<file path="src/rtl/pipeline_hazard_ctrl.sv">
// Stall/flush sequencer for the 5-stage pipeline: memory wait, taken branch and load-use resolution plus a memory-wait watchdog.
// Optional performance counters are enabled with `define HAZARD_PERF_COUNTERS_EN.
module pipeline_hazard_ctrl #(
    parameter int REG_ADDR_W  = 3,
    parameter int MEM_TIMEOUT = 64,
    parameter int CNT_W       = 16
) (
    input  logic                  clk,
    input  logic                  rst,
    input  logic [REG_ADDR_W-1:0] id_rs1,
    input  logic [REG_ADDR_W-1:0] id_rs2,
    input  logic                  id_uses_rs1,
    input  logic                  id_uses_rs2,
    input  logic [REG_ADDR_W-1:0] ex_rd,
    input  logic                  ex_mem_read,
    input  logic                  ex_branch_taken,
    input  logic                  mem_req,
    input  logic                  mem_ready,
    output logic                  pc_write_en,
    output logic                  if_id_write_en,
    output logic                  if_id_flush,
    output logic                  id_ex_write_en,
    output logic                  id_ex_flush,
    output logic                  ex_mem_write_en,
    output logic                  mem_wb_write_en,
    output logic                  halted
`ifdef HAZARD_PERF_COUNTERS_EN
    ,
    output logic [CNT_W-1:0]      stall_cycles,
    output logic [CNT_W-1:0]      flush_events
`endif
);

    // Counter is wide enough to hold MEM_TIMEOUT and still saturate above it.
    localparam int                WCNT_W    = $clog2(MEM_TIMEOUT + 2);
    localparam logic [WCNT_W-1:0] TIMEOUT_C = WCNT_W'(MEM_TIMEOUT);
    localparam bit                WD_EN     = (MEM_TIMEOUT != 0);

    typedef enum logic [1:0] {
        S_INIT     = 2'd0,
        S_RUN      = 2'd1,
        S_MEM_WAIT = 2'd2,
        S_HALT     = 2'd3
    } state_t;

    state_t            state_q, state_d;
    logic [WCNT_W-1:0] wait_cnt_q, wait_cnt_d;

    logic rs1_hit_s, rs2_hit_s, load_use_s, mem_stall_s;
    logic nrm_pc_we_s, nrm_ifid_we_s, nrm_ifid_fl_s, nrm_idex_fl_s;

    // Hazard detection terms; register 0 never creates a dependency.
    always_comb begin
        rs1_hit_s   = id_uses_rs1 && (id_rs1 == ex_rd);
        rs2_hit_s   = id_uses_rs2 && (id_rs2 == ex_rd);
        load_use_s  = ex_mem_read && (ex_rd != {REG_ADDR_W{1'b0}}) && (rs1_hit_s || rs2_hit_s);
        mem_stall_s = mem_req && !mem_ready;
    end

    // Normal evaluation without the memory-stall term: branch squashes ID, so it outranks load-use.
    always_comb begin
        nrm_pc_we_s   = 1'b1;
        nrm_ifid_we_s = 1'b1;
        nrm_ifid_fl_s = 1'b0;
        nrm_idex_fl_s = 1'b0;
        if (ex_branch_taken) begin
            nrm_ifid_fl_s = 1'b1;
            nrm_idex_fl_s = 1'b1;
        end else if (load_use_s) begin
            nrm_pc_we_s   = 1'b0;
            nrm_ifid_we_s = 1'b0;
            nrm_idex_fl_s = 1'b1;
        end else begin
            nrm_pc_we_s   = 1'b1;
            nrm_ifid_we_s = 1'b1;
        end
    end

    // State and wait-counter registers.
    always_ff @(posedge clk or posedge rst) begin
        if (rst) begin
            state_q    <= S_INIT;
            wait_cnt_q <= {WCNT_W{1'b0}};
        end else begin
            state_q    <= state_d;
            wait_cnt_q <= wait_cnt_d;
        end
    end

    // Next-state logic and Mealy control outputs.
    always_comb begin
        state_d         = state_q;
        wait_cnt_d      = wait_cnt_q;
        pc_write_en     = 1'b0;
        if_id_write_en  = 1'b0;
        if_id_flush     = 1'b0;
        id_ex_write_en  = 1'b0;
        id_ex_flush     = 1'b0;
        ex_mem_write_en = 1'b0;
        mem_wb_write_en = 1'b0;
        halted          = 1'b0;
        case (state_q)
            S_INIT: begin
                if_id_flush = 1'b1;
                id_ex_flush = 1'b1;
                wait_cnt_d  = {WCNT_W{1'b0}};
                state_d     = S_RUN;
            end
            S_RUN: begin
                if (mem_stall_s) begin
                    wait_cnt_d = {{(WCNT_W-1){1'b0}}, 1'b1};
                    state_d    = S_MEM_WAIT;
                end else begin
                    pc_write_en     = nrm_pc_we_s;
                    if_id_write_en  = nrm_ifid_we_s;
                    if_id_flush     = nrm_ifid_fl_s;
                    id_ex_write_en  = 1'b1;
                    id_ex_flush     = nrm_idex_fl_s;
                    ex_mem_write_en = 1'b1;
                    mem_wb_write_en = 1'b1;
                    state_d         = S_RUN;
                end
            end
            S_MEM_WAIT: begin
                if (mem_ready) begin
                    pc_write_en     = nrm_pc_we_s;
                    if_id_write_en  = nrm_ifid_we_s;
                    if_id_flush     = nrm_ifid_fl_s;
                    id_ex_write_en  = 1'b1;
                    id_ex_flush     = nrm_idex_fl_s;
                    ex_mem_write_en = 1'b1;
                    mem_wb_write_en = 1'b1;
                    wait_cnt_d      = {WCNT_W{1'b0}};
                    state_d         = S_RUN;
                end else begin
                    if (wait_cnt_q != {WCNT_W{1'b1}}) begin
                        wait_cnt_d = wait_cnt_q + {{(WCNT_W-1){1'b0}}, 1'b1};
                    end else begin
                        wait_cnt_d = wait_cnt_q;
                    end
                    if (WD_EN && (wait_cnt_q == TIMEOUT_C)) begin
                        state_d = S_HALT;
                    end else begin
                        state_d = S_MEM_WAIT;
                    end
                end
            end
            S_HALT: begin
                halted  = 1'b1;
                state_d = S_HALT;
            end
            default: begin
                state_d    = S_INIT;
                wait_cnt_d = {WCNT_W{1'b0}};
            end
        endcase
    end

`ifdef HAZARD_PERF_COUNTERS_EN
    logic [CNT_W-1:0] stall_cycles_q, flush_events_q;
    logic             stall_inc_s, flush_inc_s;

    // Increment qualifiers: stalls count only in active states, flushes outside the post-reset flush.
    always_comb begin
        stall_inc_s = !pc_write_en && ((state_q == S_RUN) || (state_q == S_MEM_WAIT));
        flush_inc_s = if_id_flush && (state_q != S_INIT);
    end

    // Saturating performance counters.
    always_ff @(posedge clk or posedge rst) begin
        if (rst) begin
            stall_cycles_q <= {CNT_W{1'b0}};
            flush_events_q <= {CNT_W{1'b0}};
        end else begin
            if (stall_inc_s && (stall_cycles_q != {CNT_W{1'b1}})) begin
                stall_cycles_q <= stall_cycles_q + {{(CNT_W-1){1'b0}}, 1'b1};
            end else begin
                stall_cycles_q <= stall_cycles_q;
            end
            if (flush_inc_s && (flush_events_q != {CNT_W{1'b1}})) begin
                flush_events_q <= flush_events_q + {{(CNT_W-1){1'b0}}, 1'b1};
            end else begin
                flush_events_q <= flush_events_q;
            end
        end
    end

    assign stall_cycles = stall_cycles_q;
    assign flush_events = flush_events_q;
`endif

endmodule

</file>
<file path="config.mk">
export PLATFORM = sky130hd
export DESIGN_NAME = pipeline_hazard_ctrl
export DESIGN_NICKNAME = d
export VERILOG_FILES = /design/src/rtl/pipeline_hazard_ctrl.sv
export SDC_FILE = /design/constraint.sdc
export NUM_CORES = 1
export LEC_CHECK = 0
export CAP_MARGIN = 20
export CORE_MARGIN = 8
export CORE_UTILIZATION = 48
export CTS_BUF_LIST = sky130_fd_sc_hd__clkbuf_8 sky130_fd_sc_hd__clkbuf_16
export DETAILED_ROUTE_END_ITERATION = 10
export GPL_ROUTABILITY_DRIVEN = 0
export PLACE_DENSITY_LB_ADDON = 0.25
export SLEW_MARGIN = 15
export SYNTH_ARGS = -nofsm -noshare
export SYNTH_HDL_FRONTEND = slang
export SYNTH_SLANG_ARGS = --single-unit
export TNS_END_PERCENT = 100
</file>
<file path="constraint.sdc">
create_clock -name clk -period 3.26 [get_ports clk]
set_input_delay 0.978 -clock clk [delete_from_list [all_inputs] [get_ports clk]]
set_output_delay 0.978 -clock clk [all_outputs]
set_load 0.01 [all_outputs]
</file>
# ---- Word-level counts from Yosys, hierarchy flattened
# Cells that the tools add are included.
dict set report word_totals {
  reg_bits 9
  input_bits 17
  out_inout_bits 8
  wordCells 49
}
dict set report classes {
  add_sub_neg 1
  n_eq_ne 9
  mux 26
  reduce_logical 11
}
# op n
set ops {}
lappend ops {{two-way mux 7 bit} 3}
lappend ops {{one-hot mux 7 bit (3 select lines)} 1}
lappend ops {{two-way mux 1 bit} 15}
lappend ops {{one-hot mux 2 bit (4 select lines)} 1}
lappend ops {{adder 7 x 1 -> 7 bit (second input constant)} 1}
lappend ops {{equality test 7 bit (second input constant)} 1}
lappend ops {{!= test 7 bit (second input constant)} 1}
lappend ops {{equality test 3 bit} 2}
lappend ops {{one-hot mux 1 bit (3 select lines)} 2}
lappend ops {{nonzero test 3 bit} 2}
lappend ops {{logical AND 1 bit} 5}
lappend ops {{equality test 2 bit (second input constant)} 2}
lappend ops {{two-way mux 2 bit} 2}
lappend ops {{one-hot mux 1 bit (2 select lines)} 2}
lappend ops {{!= test 3 bit (second input constant)} 1}
lappend ops {{AND reduction 3 bit} 1}
lappend ops {{equality test 2 x 1 -> 1 bit (second input constant)} 1}
lappend ops {{logical NOT 2 bit} 1}
lappend ops {{!= test 2 bit (second input constant)} 1}
lappend ops {{logical NOT 1 bit} 1}
lappend ops {{logical OR 1 bit} 1}

# ---- Logic depth before layout (Yosys ltp)
dict set report depth {
  ltp_word 8
  mapped_depth 7
  ltp_nobuf 6
}

# ---- Worst setup path before layout
# OpenSTA, ideal clock, no wires.
dict set report synth_timing {
  kind {in2out}
  startpoint {input mem_req}
  endpoint {output id_ex_flush}
  arrival_ps 1898
  required_ps 2282
  path_slack_ps 384
  cell_stages 3
  n_path_buf 0
  path_cell_list {o21ai_0 or3b_2 o22ai_1}
}
dict set report synth_between {
  elab_chain_cells 3
}
# element line_no
set synth_lines {}
lappend synth_lines {{from (decl)} 17} ;# input logic mem_req,
lappend synth_lines {{logical AND 1 bit} 57} ;# mem_stall_s = mem_req && !mem_ready;
lappend synth_lines {{two-way mux 1 bit} 110} ;# if (mem_stall_s) begin
lappend synth_lines {{one-hot mux 1 bit (3 select lines)} 102} ;# case (state_q)
lappend synth_lines {{to (decl)} 23} ;# output logic id_ex_flush,
# No other way between the ends.

# ---- Worst setup path after layout
dict set report layout_timing {
  startpoint {input ex_mem_read}
  endpoint {output id_ex_flush}
}
dict set report layout_between {
  elab_chain_cells 6
  word_cells_on_any_way 7
  classes_between {5 x mux; 2 x reduce/logical}
}
# element line_no
set layout_lines {}
lappend layout_lines {{from (decl)} 15} ;# input logic ex_mem_read,
lappend layout_lines {{logical AND 1 bit * (2 in series)} 56} ;# load_use_s = ex_mem_read && (ex_rd != {REG_ADDR_W{1'b0}}) && (rs1_hit_s || rs2_hit_s);
lappend layout_lines {{two-way mux 1 bit *} 69} ;# end else if (load_use_s) begin
lappend layout_lines {{two-way mux 1 bit *} 66} ;# if (ex_branch_taken) begin
lappend layout_lines {{two-way mux 1 bit (on tied branches)} {125, 110}}
lappend layout_lines {{one-hot mux 1 bit (3 select lines) *} 102}
# Mark *: on every way between the ends. The rest lies on a longest branch, timed or not.

==> run metrics <==
status finished, final reports clean; vias just under 800; Critical Path Max Stage Delay 0.46 ns; syn_area_per_cell 8.97 um^2; Final setup viols 0; gr usage total 0.141; # DRC 0; first-pass GRT wire length 3.73 mm; met3 routed WL 157 um; Post-layout nets about 140; Clock Skews between 0.005 and 0.006 ns; Post-synth EDFFs 0; Worst Hold Class flop to flop; Slew Limit Fails 0; HPWL Detailed roughly 1.8 mm; Final Hold Slack ~0.54 ns; root buffer cell clkbuf_8; Cell Chain, Critical Path clkdlybuf4s50_1 > o31ai_1 > or3b_4 > o22ai_1 > buf_2; H-tree depth 1; static leakage between 0.5 and 0.6 nW; Syn-to-layout area delta 41.0%; sequential share of the synthesized area 0.285; DIE AREA between 3000 and 4000 um^2; DIE HEIGHT roughly 57 um; Peak supply drop 0.462 mV; critical setup path kind primary input to output pin; FF-to-FF path depth 5; largest net degree at the start of global routing 11; clk slew on worst S/H paths about 0.050 ns; GRT overflow 0; WP data required ~2.3 ns; drt wl/cell roughly 16 um; Met2 Wirelength roughly 1.1 mm; clock sink count 9; Die X 56.6 um; ys flop type dfrtp_1; slew margin rel. 0.764; FMAX between 300 and 400 MHz; startpoint class of the critical path primary input; fin crit period about 3.2 ns; DRT Wirelength between 2 and 2.5 mm; Cell Area, Synth slightly below 800 um^2; Final period util 0.971; WHS Path Cells 1; # IOs 25; synth warn 0; max_cap viols 0; DRT met1 WL ~940 um; final core area utilization 0.731; initial detailed-routing violation count 10; final hold violation count 0; final non-filler cell total about 140; RSZ-0062 raised after global routing false; slowest cell on the critical path clkdlybuf4s50_1; Skew-Pair Late Insertion Delay 0.24 ns; CTS Hold Bufs 0; number of routed nets with antenna violations 0; Core Rows 14; crit-path max FO 2; worst slew pin tran 0.354 ns; via/cell ratio 5.70; crit path DAT about 2.2 ns; CP Capture Type output pin; DR pass1 iterations 4; Initial Utilization 0.518; Syn Nets between 100 and 150; FFs w/ async S/R, synth 1.00; dpl cells 130; CTS max path bufs 2; Ant. Diodes 0; CTS Buf Count 3; layout cells sized above 1 0.227; CTS tree done; Floorplan Core Area between 1500 and 2000 um^2; Highest Signal Layer met3; initial antenna violation count 0; cell area after layout between 1000 and 1500 um^2; synthesized flop and latch total 9; Post-DP Area around 1100 um^2; Distinct cells, synth 35; I/O Buffers 24; PwrDens 656 nW/um^2; number of global-route vias before repair 770; Synth Instances 88
## placed cells by master (no fill, tap or decap), types with 2 or more instances in the layout
master and instances:
buf_2 3, ha_1 7, o31ai_1 7, nand3_1 5, clkbuf_2 2, clkdlybuf4s50_1 7
dlygate4sd2_1 11, xnor2_1 3, nand2_1 3, o31ai_2 2, dfrtp_1 9, clkbuf_8 3
o21ai_0 3, xnor2_2 3, buf_4 7, nor2_1 7, inv_1 8, a21oi_1 4
## where the power goes
part / leakage [nW] / internal, mW / switching [mW] / total (mW)
clock: 0.0269 / 0.0821 / 0.0451 / 0.127
sequential: 0.120 / 0.131 / 0.0224 / 0.153
combinational: 0.399 / 0.206 / 0.245 / 0.450
## worst paths after layout
| path | slack (ns) | end | startpoint |
|---|---|---|---|
| worst max-delay path | 0.09 | id_ex_flush | ex_mem_read |
| worst min-delay path | 0.54 | wait_cnt_q[5] | wait_cnt_q[5] |
| worst max register to register | 1.39 | wait_cnt_q[3] | state_q[0] |
| worst min register to register | 0.54 | wait_cnt_q[5] | wait_cnt_q[5] |
| max in group asynchronous | 1.99 | state_q[1] | rst |
| min in group asynchronous | 1.01 | wait_cnt_q[4] | rst |
## registers in the layout, indices dropped and copies added (netlist names)
register    flops
wait_cnt_q      7
state_q         2
## cell type report
| cell class | instances | area (um^2) |
|---|---|---|
| clock inverters | 1 | 3.75 |
| clock buffers | 3 | 41.3 |
| inverters | 7 | 26.3 |
| flip-flops and latches | 9 | 225 |
| multi-input cells | 68 | 541 |
| fillers | 122 | 410 |
| repair buffers | 31 | 256 |
| well taps | 16 | 20.0 |
## per-layer routing
layer  GRT usage  vias to the layer above
li1            -                      381
met1       0.164                      363
met2       0.232                       25
met3      0.0607                        0
met4      0.0309                        0
met5           0                        -
## cells in the mapped netlist (2+ instances only)
master / count / share of area
inv_1: 7 / 0.033
nor2_1: 7 / 0.033
o31ai_1: 7 / 0.067
xnor2_1: 6 / 0.067
o21ai_0: 5 / 0.032
dfrtp_1: 9 / 0.29
nand2_1: 3 / 0.014
a21oi_1: 4 / 0.025
buf_4: 3 / 0.029
o31ai_2: 2 / 0.032
ha_1: 7 / 0.11
nand3_1: 5 / 0.032
## cells by family after synthesis
logic type	share of synthesized area
AOI/OAI and AO/OA	0.223
xor gates and xnor gates	0.0666
adders and majority gates	0.111
buffers and inverters	0.0761
DFF	0.285
and+or+nand+nor	0.238
## through the flow
stage / power [mW] / TNS (ns) / setup WS (ns)
global route: 0.792 / 0 / 0.0486
finish: 0.731 / 0 / 0.0948
global placement: 0.629 / -2.49 / -0.561
detailed placement: 0.645 / -2.68 / -0.576
floorplan: 0.449 / 0 / 0.384
CTS: 0.736 / 0 / 0.00381
## critical path, delay by kind of cell
family	cells	cell delay, ns
and+or+nand+nor	1	0.39
buffers and inverters	2	0.62
AOI/OAI and AO/OA	2	0.19
## timing repair
action                                  in CTS  in global routing
buffers inserted                             1                  0
hold endpoints to repair                     0                  0
pin swaps                                    4                  5
gates resized for setup                     31                  7
cloned                                       0                  0
endpoints found under the setup margin       7                  6
Power figures use the tool's default switching activity.
